**src/rtl/seg7_scan_driver.sv**
```systemverilog
// ============================================================================
// Module      : seg7_scan_driver
// Description : Multiplexed hex 7-segment driver with dead time, per-digit dp
//               and blanking, and frame-aligned commit of new display values.
//               Optional feature macro: SEG7_LZB_EN (leading-zero blanking).
// Revision    : 1.0 - initial release
// ============================================================================
`default_nettype none

module seg7_scan_driver #(
  parameter int DIGITS         = 4,
  parameter int CLK_DIV        = 50000,
  parameter int DEADTIME       = 16,
  parameter int SEG_ACTIVE_LOW = 1,
  parameter int DIG_ACTIVE_LOW = 1
) (
  input  logic                  clk,
  input  logic                  rst_n,
  input  logic                  load,
  input  logic [4*DIGITS-1:0]   data,
  input  logic [DIGITS-1:0]     dp_in,
  input  logic [DIGITS-1:0]     blank_in,
  output logic                  pending,
  output logic [6:0]            seg,
  output logic                  dp,
  output logic [DIGITS-1:0]     dig,
  output logic                  frame_done
);

  localparam int CNT_W = (CLK_DIV > 1) ? $clog2(CLK_DIV) : 1;
  localparam int IDX_W = $clog2(DIGITS);

  localparam logic [CNT_W-1:0]  c_cnt_max = CNT_W'(CLK_DIV - 1);
  localparam logic [CNT_W-1:0]  c_dead    = CNT_W'(DEADTIME);
  localparam logic [IDX_W-1:0]  c_idx_max = IDX_W'(DIGITS - 1);
  localparam logic [6:0]        c_seg_off = (SEG_ACTIVE_LOW != 0) ? 7'h7F : 7'h00;
  localparam logic              c_dp_off  = (SEG_ACTIVE_LOW != 0);
  localparam logic [DIGITS-1:0] c_dig_off = (DIG_ACTIVE_LOW != 0) ? {DIGITS{1'b1}} : {DIGITS{1'b0}};

  function automatic logic [6:0] f_decode(input logic [3:0] nib);
    logic [6:0] s;
    case (nib)
      4'h0: s = 7'h3F;
      4'h1: s = 7'h06;
      4'h2: s = 7'h5B;
      4'h3: s = 7'h4F;
      4'h4: s = 7'h66;
      4'h5: s = 7'h6D;
      4'h6: s = 7'h7D;
      4'h7: s = 7'h07;
      4'h8: s = 7'h7F;
      4'h9: s = 7'h6F;
      4'hA: s = 7'h77;
      4'hB: s = 7'h7C;
      4'hC: s = 7'h39;
      4'hD: s = 7'h5E;
      4'hE: s = 7'h79;
      default: s = 7'h71;
    endcase
    return s;
  endfunction

  logic [CNT_W-1:0]    cnt_q, cnt_d;
  logic [IDX_W-1:0]    idx_q, idx_d;
  logic [4*DIGITS-1:0] sh_data_q, sh_data_d, disp_data_q, disp_data_d;
  logic [DIGITS-1:0]   sh_dp_q, sh_dp_d, disp_dp_q, disp_dp_d;
  logic [DIGITS-1:0]   sh_blank_q, sh_blank_d, disp_blank_q, disp_blank_d;
  logic                pending_q, pending_d;
  logic                frame_done_q, frame_done_d;
  logic [6:0]          seg_q, seg_d;
  logic                dp_q, dp_d;
  logic [DIGITS-1:0]   dig_q, dig_d;

  logic                w_slot_end, w_frame_end, w_on;
  logic [3:0]          w_nib;
  logic                w_dp_sel, w_blank_sel, w_all_zero;
  logic [DIGITS-1:0]   w_lzb, w_dig_hi;
  logic [6:0]          w_seg_hi;
  logic                w_dp_hi;

  // Scan counters and the shadow/display commit path.
  always_comb begin
    w_slot_end   = (cnt_q == c_cnt_max);
    w_frame_end  = w_slot_end && (idx_q == c_idx_max);
    cnt_d        = w_slot_end ? '0 : cnt_q + 1'b1;
    idx_d        = idx_q;
    if (w_slot_end) idx_d = (idx_q == c_idx_max) ? '0 : idx_q + 1'b1;
    frame_done_d = w_frame_end;

    sh_data_d    = sh_data_q;
    sh_dp_d      = sh_dp_q;
    sh_blank_d   = sh_blank_q;
    disp_data_d  = disp_data_q;
    disp_dp_d    = disp_dp_q;
    disp_blank_d = disp_blank_q;
    pending_d    = pending_q;

    if (load) begin
      sh_data_d  = data;
      sh_dp_d    = dp_in;
      sh_blank_d = blank_in;
    end

    if (w_frame_end) begin
      if (load) begin
        disp_data_d  = data;
        disp_dp_d    = dp_in;
        disp_blank_d = blank_in;
        pending_d    = 1'b0;
      end else if (pending_q) begin
        disp_data_d  = sh_data_q;
        disp_dp_d    = sh_dp_q;
        disp_blank_d = sh_blank_q;
        pending_d    = 1'b0;
      end
    end else if (load) begin
      pending_d = 1'b1;
    end
  end

  // A digit is LZB-dark when it and every digit to its left hold zero.
  always_comb begin
    w_lzb      = '0;
    w_all_zero = 1'b1;
`ifdef SEG7_LZB_EN
    for (int i = DIGITS - 1; i >= 1; i--) begin
      w_all_zero = w_all_zero && (disp_data_q[4*i +: 4] == 4'h0);
      w_lzb[i]   = w_all_zero;
    end
`endif
  end

  // Output stage: decode the currently scanned digit, then apply polarity.
  always_comb begin
    w_nib       = 4'h0;
    w_dp_sel    = 1'b0;
    w_blank_sel = 1'b0;
    w_dig_hi    = '0;
    w_on        = (cnt_q >= c_dead);
    for (int i = 0; i < DIGITS; i++) begin
      if (idx_q == IDX_W'(i)) begin
        w_nib       = disp_data_q[4*i +: 4];
        w_dp_sel    = disp_dp_q[i];
        w_blank_sel = disp_blank_q[i] | w_lzb[i];
        w_dig_hi[i] = w_on;
      end
    end
    w_seg_hi = (w_on && !w_blank_sel) ? f_decode(w_nib) : 7'h00;
    w_dp_hi  = w_on && !w_blank_sel && w_dp_sel;
    seg_d    = (SEG_ACTIVE_LOW != 0) ? ~w_seg_hi : w_seg_hi;
    dp_d     = (SEG_ACTIVE_LOW != 0) ? ~w_dp_hi  : w_dp_hi;
    dig_d    = (DIG_ACTIVE_LOW != 0) ? ~w_dig_hi : w_dig_hi;
  end

  always_ff @(posedge clk or negedge rst_n) begin
    if (!rst_n) begin
      cnt_q        <= '0;
      idx_q        <= '0;
      sh_data_q    <= '0;
      sh_dp_q      <= '0;
      sh_blank_q   <= '0;
      disp_data_q  <= '0;
      disp_dp_q    <= '0;
      disp_blank_q <= '0;
      pending_q    <= 1'b0;
      frame_done_q <= 1'b0;
      seg_q        <= c_seg_off;
      dp_q         <= c_dp_off;
      dig_q        <= c_dig_off;
    end else begin
      cnt_q        <= cnt_d;
      idx_q        <= idx_d;
      sh_data_q    <= sh_data_d;
      sh_dp_q      <= sh_dp_d;
      sh_blank_q   <= sh_blank_d;
      disp_data_q  <= disp_data_d;
      disp_dp_q    <= disp_dp_d;
      disp_blank_q <= disp_blank_d;
      pending_q    <= pending_d;
      frame_done_q <= frame_done_d;
      seg_q        <= seg_d;
      dp_q         <= dp_d;
      dig_q        <= dig_d;
    end
  end

  assign pending    = pending_q;
  assign frame_done = frame_done_q;
  assign seg        = seg_q;
  assign dp         = dp_q;
  assign dig        = dig_q;

endmodule

`default_nettype wire

```
**config.mk**
```make
export PLATFORM = sky130hd
export DESIGN_NAME = seg7_scan_driver
export DESIGN_NICKNAME = d
export VERILOG_FILES = /design/src/rtl/seg7_scan_driver.sv
export SDC_FILE = /design/constraint.sdc
export NUM_CORES = 1
export LEC_CHECK = 0
export ABC_AREA = 1
export CORE_ASPECT_RATIO = 0.9
export CORE_MARGIN = 2
export CORE_UTILIZATION = 51
export CTS_CLUSTER_SIZE = 30
export DETAILED_ROUTE_END_ITERATION = 12
export HOLD_SLACK_MARGIN = 0.03
export PLACE_DENSITY_LB_ADDON = 0.3
export REMOVE_ABC_BUFFERS = 1
export SLEW_MARGIN = 20
export SYNTH_ARGS = -nofsm -noshare
export SYNTH_HDL_FRONTEND = slang
export SYNTH_SLANG_ARGS = --single-unit
```
**constraint.sdc**
```tcl
create_clock -name clk -period 1.9 [get_ports clk]
set_input_delay 0.475 -clock clk [delete_from_list [all_inputs] [get_ports clk]]
set_output_delay 0.475 -clock clk [all_outputs]
set_load 0.05 [all_outputs]
```
==> summary.txt <==
Power and ir drop
  • VDD IR max: around 450 uV
  • Pwr Density: between 600 and 700 nW/um2
  • Lkg Pwr: 2.51 nW

Route
  • DR vias: about 3200
  • Final WL: 8390 um
  • DR DRC count: 0
  • WL per Instance: 13.4 um
  • Final ANT Viol Nets: 0
  • First-pass DRT Iterations: 4
  • Vias per cell: between 5 and 6
  • 1st-iter DRT viols: 171

STA
  • Final WS setup: roughly 0.017 ns
  • Tightest Pin Transition: between 0.4 and 0.5 ns
  • Maximum clock frequency: about 530 MHz
  • Final setup viols: 0
  • Skew final: about 0.013 ns
  • RSZ-0062 raised after global routing: true
  • Final hold violation count: 0
  • Min Tclk post-route: between 1.5 and 2 ns
  • Period utilisation layout: between 90% and 100%
  • Slew Viols, Final: 0
  • Max-slew headroom: about two thirds
  • Setup_tns: 0 ns

Critical path
  • CP endpoint kind: flop
  • Reg-to-reg endpoint: seg[3]$_DFF_PN1_
  • WP data required: 2.20 ns
  • Startpoint types: flop
  • Crit Reg-Reg Startpoint: idx_q[0]$_DFFE_PN0N_
  • Crit Path Class: reg -> reg
  • R2R cell count: 12
  • Critical path data arrival time: around 2.2 ns
  • R2R setup slack: between 0.015 and 0.02 ns
  • Worst Path Max Fanout: 5

Yosys
  • Synthesis Warnings: 0
  • Seq/Total Area, Yosys: 51.7%
  • Mapped cell area: approximately 3900 um2
  • Yosys reg bits: 80
  • Number of distinct library cells after synthesis: 36
  • Main combinational cell family by area after synthesis: simple AND/OR/NAND/NOR gates
  • Share of flip-flops with an asynchronous set or reset: 100%
  • Post-Synth Simple-Gate Area: 34.0%
  • Post-synthesis adder-cell area fraction: slightly below 4%
  • Cells after synthesis: 465
  • Post-synth top flop: dfrtp_1
  • Synth Area per Inst: roughly 8.4 um2
  • Post-synth EDFFs: 0
  • Post-synthesis mux area share: 0%
  • XOR/XNOR Fraction of Synth Area: 1.12%
  • Post-synthesis compound-gate area fraction: 2.88%

GRT
  • Vias in the first global route: between 3000 and 4000
  • GRT Total Usage: 21.5%
  • First-pass GRT wire length: roughly 14000 um
  • Largest net degree at the start of global routing: 38
  • Global route overflow: 0
  • Initial antenna violation count: 0

Finish
  • Reg area: 2020 um2
  • Diodes inserted: 0
  • Final cell count without fillers: 628
  • P&R area growth vs syn: 23.7%
  • Fillers: 637
  • Share of post-route cells with drive strength above 1: between 20 and 25%
  • Nets@finish: about 570
  • Multi-input gate area: ~1800 um2
  • Post-Layout Inst Area: 4830 um2

Clocking
  • H-tree depth: 3
  • Worst-Skew Late Latency: between 0.3 and 0.4 ns
  • Root buffer cell: clkbuf_8
  • Total CTS buffers: 9
  • CTS sink count: 80
  • CTS tree: done
  • Max Buffers Root-to-Sink: 2
  • Worst-path clk slew: around 0.08 ns

Place
  • Placed Cells: roughly 610
  • Post-DP Area: ~4500 um2
  • GPL Wtd Cong: about 0.88
  • Number of buffers added on ports: 40
  • DP Worst Slack: ~0.0051 ns
  • HPWL Detailed: a little under 6000 um

Die
  • Die area: roughly 8400 um2
  • Core Footprint: 7470 um2
  • Die Y: 87 um
  • Die Wd: ~96 um
  • Boundary Pins: approximately 40
  • Standard-cell row count: 30
  • Initial Util: 52.3%

Job
  • Max Cap Violations: 0

Run status
  • Outcome: finished clean

Hold path
  • HP Class: in -> async
==> worst max-delay path by stage <==
stage | from | to | slack, ns | cells after the start
finish | idx_q[0]$_DFFE_PN0N_ | seg[3]$_DFF_PN1_ | 0.02 | 12
CTS | idx_q[0]$_DFFE_PN0N_ | seg[3]$_DFF_PN1_ | 0.02 | 10
detailed placement | idx_q[1]$_DFFE_PN0N_ | seg[3]$_DFF_PN1_ | 0.005 | 11
floorplan | idx_q[0]$_DFFE_PN0N_ | seg[3]$_DFF_PN1_ | 0.02 | 12
global route | idx_q[1]$_DFFE_PN0N_ | seg[1]$_DFF_PN1_ | -0.09 | 12
global placement | idx_q[0]$_DFFE_PN0N_ | seg[3]$_DFF_PN1_ | 0.08 | 10
==> layout by cell type, fill, tap and decap left out, drive strengths merged <==
master,n
nor2b,1
nand2,195
o211ai,2
or2,3
inv,40
xor2,5
o221ai,1
buf,40
a31oi,2
nand3,49
a21oi,9
nor2,30
nor4,1
nand4,3
clkinvlp,3
o21bai,1
nor3,13
o21ai,4
clkinv,2
clkdlybuf4s50,25
clkbuf,9
dfstp,12
dfrtp,68
ha,12
nor3b,2
==> logic make-up after synthesis <==
group,Yosys count
AOI/OAI and AO/OA,19
xor gates and xnor gates,5
adders and majority gates,12
buffers and inverters,53
DFF,80
and+or+nand+nor,296
==> flip-flops by register name, indices dropped and copies added (netlist names) <==
name	cells
disp_blank_q	4
pending	1
disp_data_q	16
frame_done	1
sh_blank_q	4
dp	1
idx_q	2
disp_dp_q	4
sh_data_q	16
dig	4
seg	7
sh_dp_q	4
cnt_q	16
==> metal layers <==
metal / global-route usage, % / share of wire [%] / vias up
li1: - / - / 1598
met1: 29.6 / 47 / 1502
met2: 34.1 / 47 / 78
met3: 4.59 / 4.4 / 11
met4: 6.49 / 1.0 / 0
met5: 0 / 0 / -
==> area by class of cell <==
type,instances,area share (%)
Inverter,39,3.13
Tap cell,96,2.49
Clock inverter,6,0.932
Sequential cell,80,41.8
Clock buffer,9,2.56
Timing Repair Buffer,65,12.2
Multi-Input combinational cell,333,36.9
==> per-stage QoR <==
step | power (mW) | util (%) | hold WS [ns]
global route | 3.17 | 64.7 | 0.103
floorplan | 1.84 | - | 0.179
CTS | 3.07 | 62.1 | 0.0881
finish | 3.05 | 64.7 | 0.0806
detailed placement | 1.97 | 59.7 | 0.457
global placement | 1.97 | 59.7 | 0.455
==> report_power, final <==
group          total (mW)  internal (mW)  switching (mW)
clock                1.11          0.471           0.643
sequential           1.76           1.75          0.0121
combinational       0.176         0.0807          0.0954
total                3.05           2.30           0.751
==> critical path, cell delays in order, from the launching register on <==
cell     delay (ns)
dfrtp_2        0.43
buf_4          0.15
ha_4           0.17
buf_4          0.15
buf_4          0.13
nand2_1        0.07
nand3_1        0.10
nand2_2        0.14
nand2_4        0.10
buf_4          0.15
nand2_1        0.06
nand3_1        0.09
nand3_1        0.10
==> synth_stat cells (5+ instances only) <==
cell / n / area [um2]
dfrtp_1: 68 / 1700
inv_2: 8 / 30.0
xor2_1: 5 / 43.8
nor3_1: 8 / 40.0
dfstp_2: 12 / 315
inv_1: 31 / 116
nand2_1: 190 / 713
ha_1: 12 / 150
nor2_1: 27 / 101
nand3_1: 45 / 225
buf_2: 6 / 30.0
a21oi_1: 8 / 40.0
buf_6: 5 / 56.3
==> repair_timing <==
item	4_1_cts	5_1_grt
hold buffers	0	0
gates cloned	0	1
endpoints found under the setup margin	3	8
pin swaps	0	8
resized for setup	4	32
buffers inserted	0	6
Power figures use the tool's default switching activity.
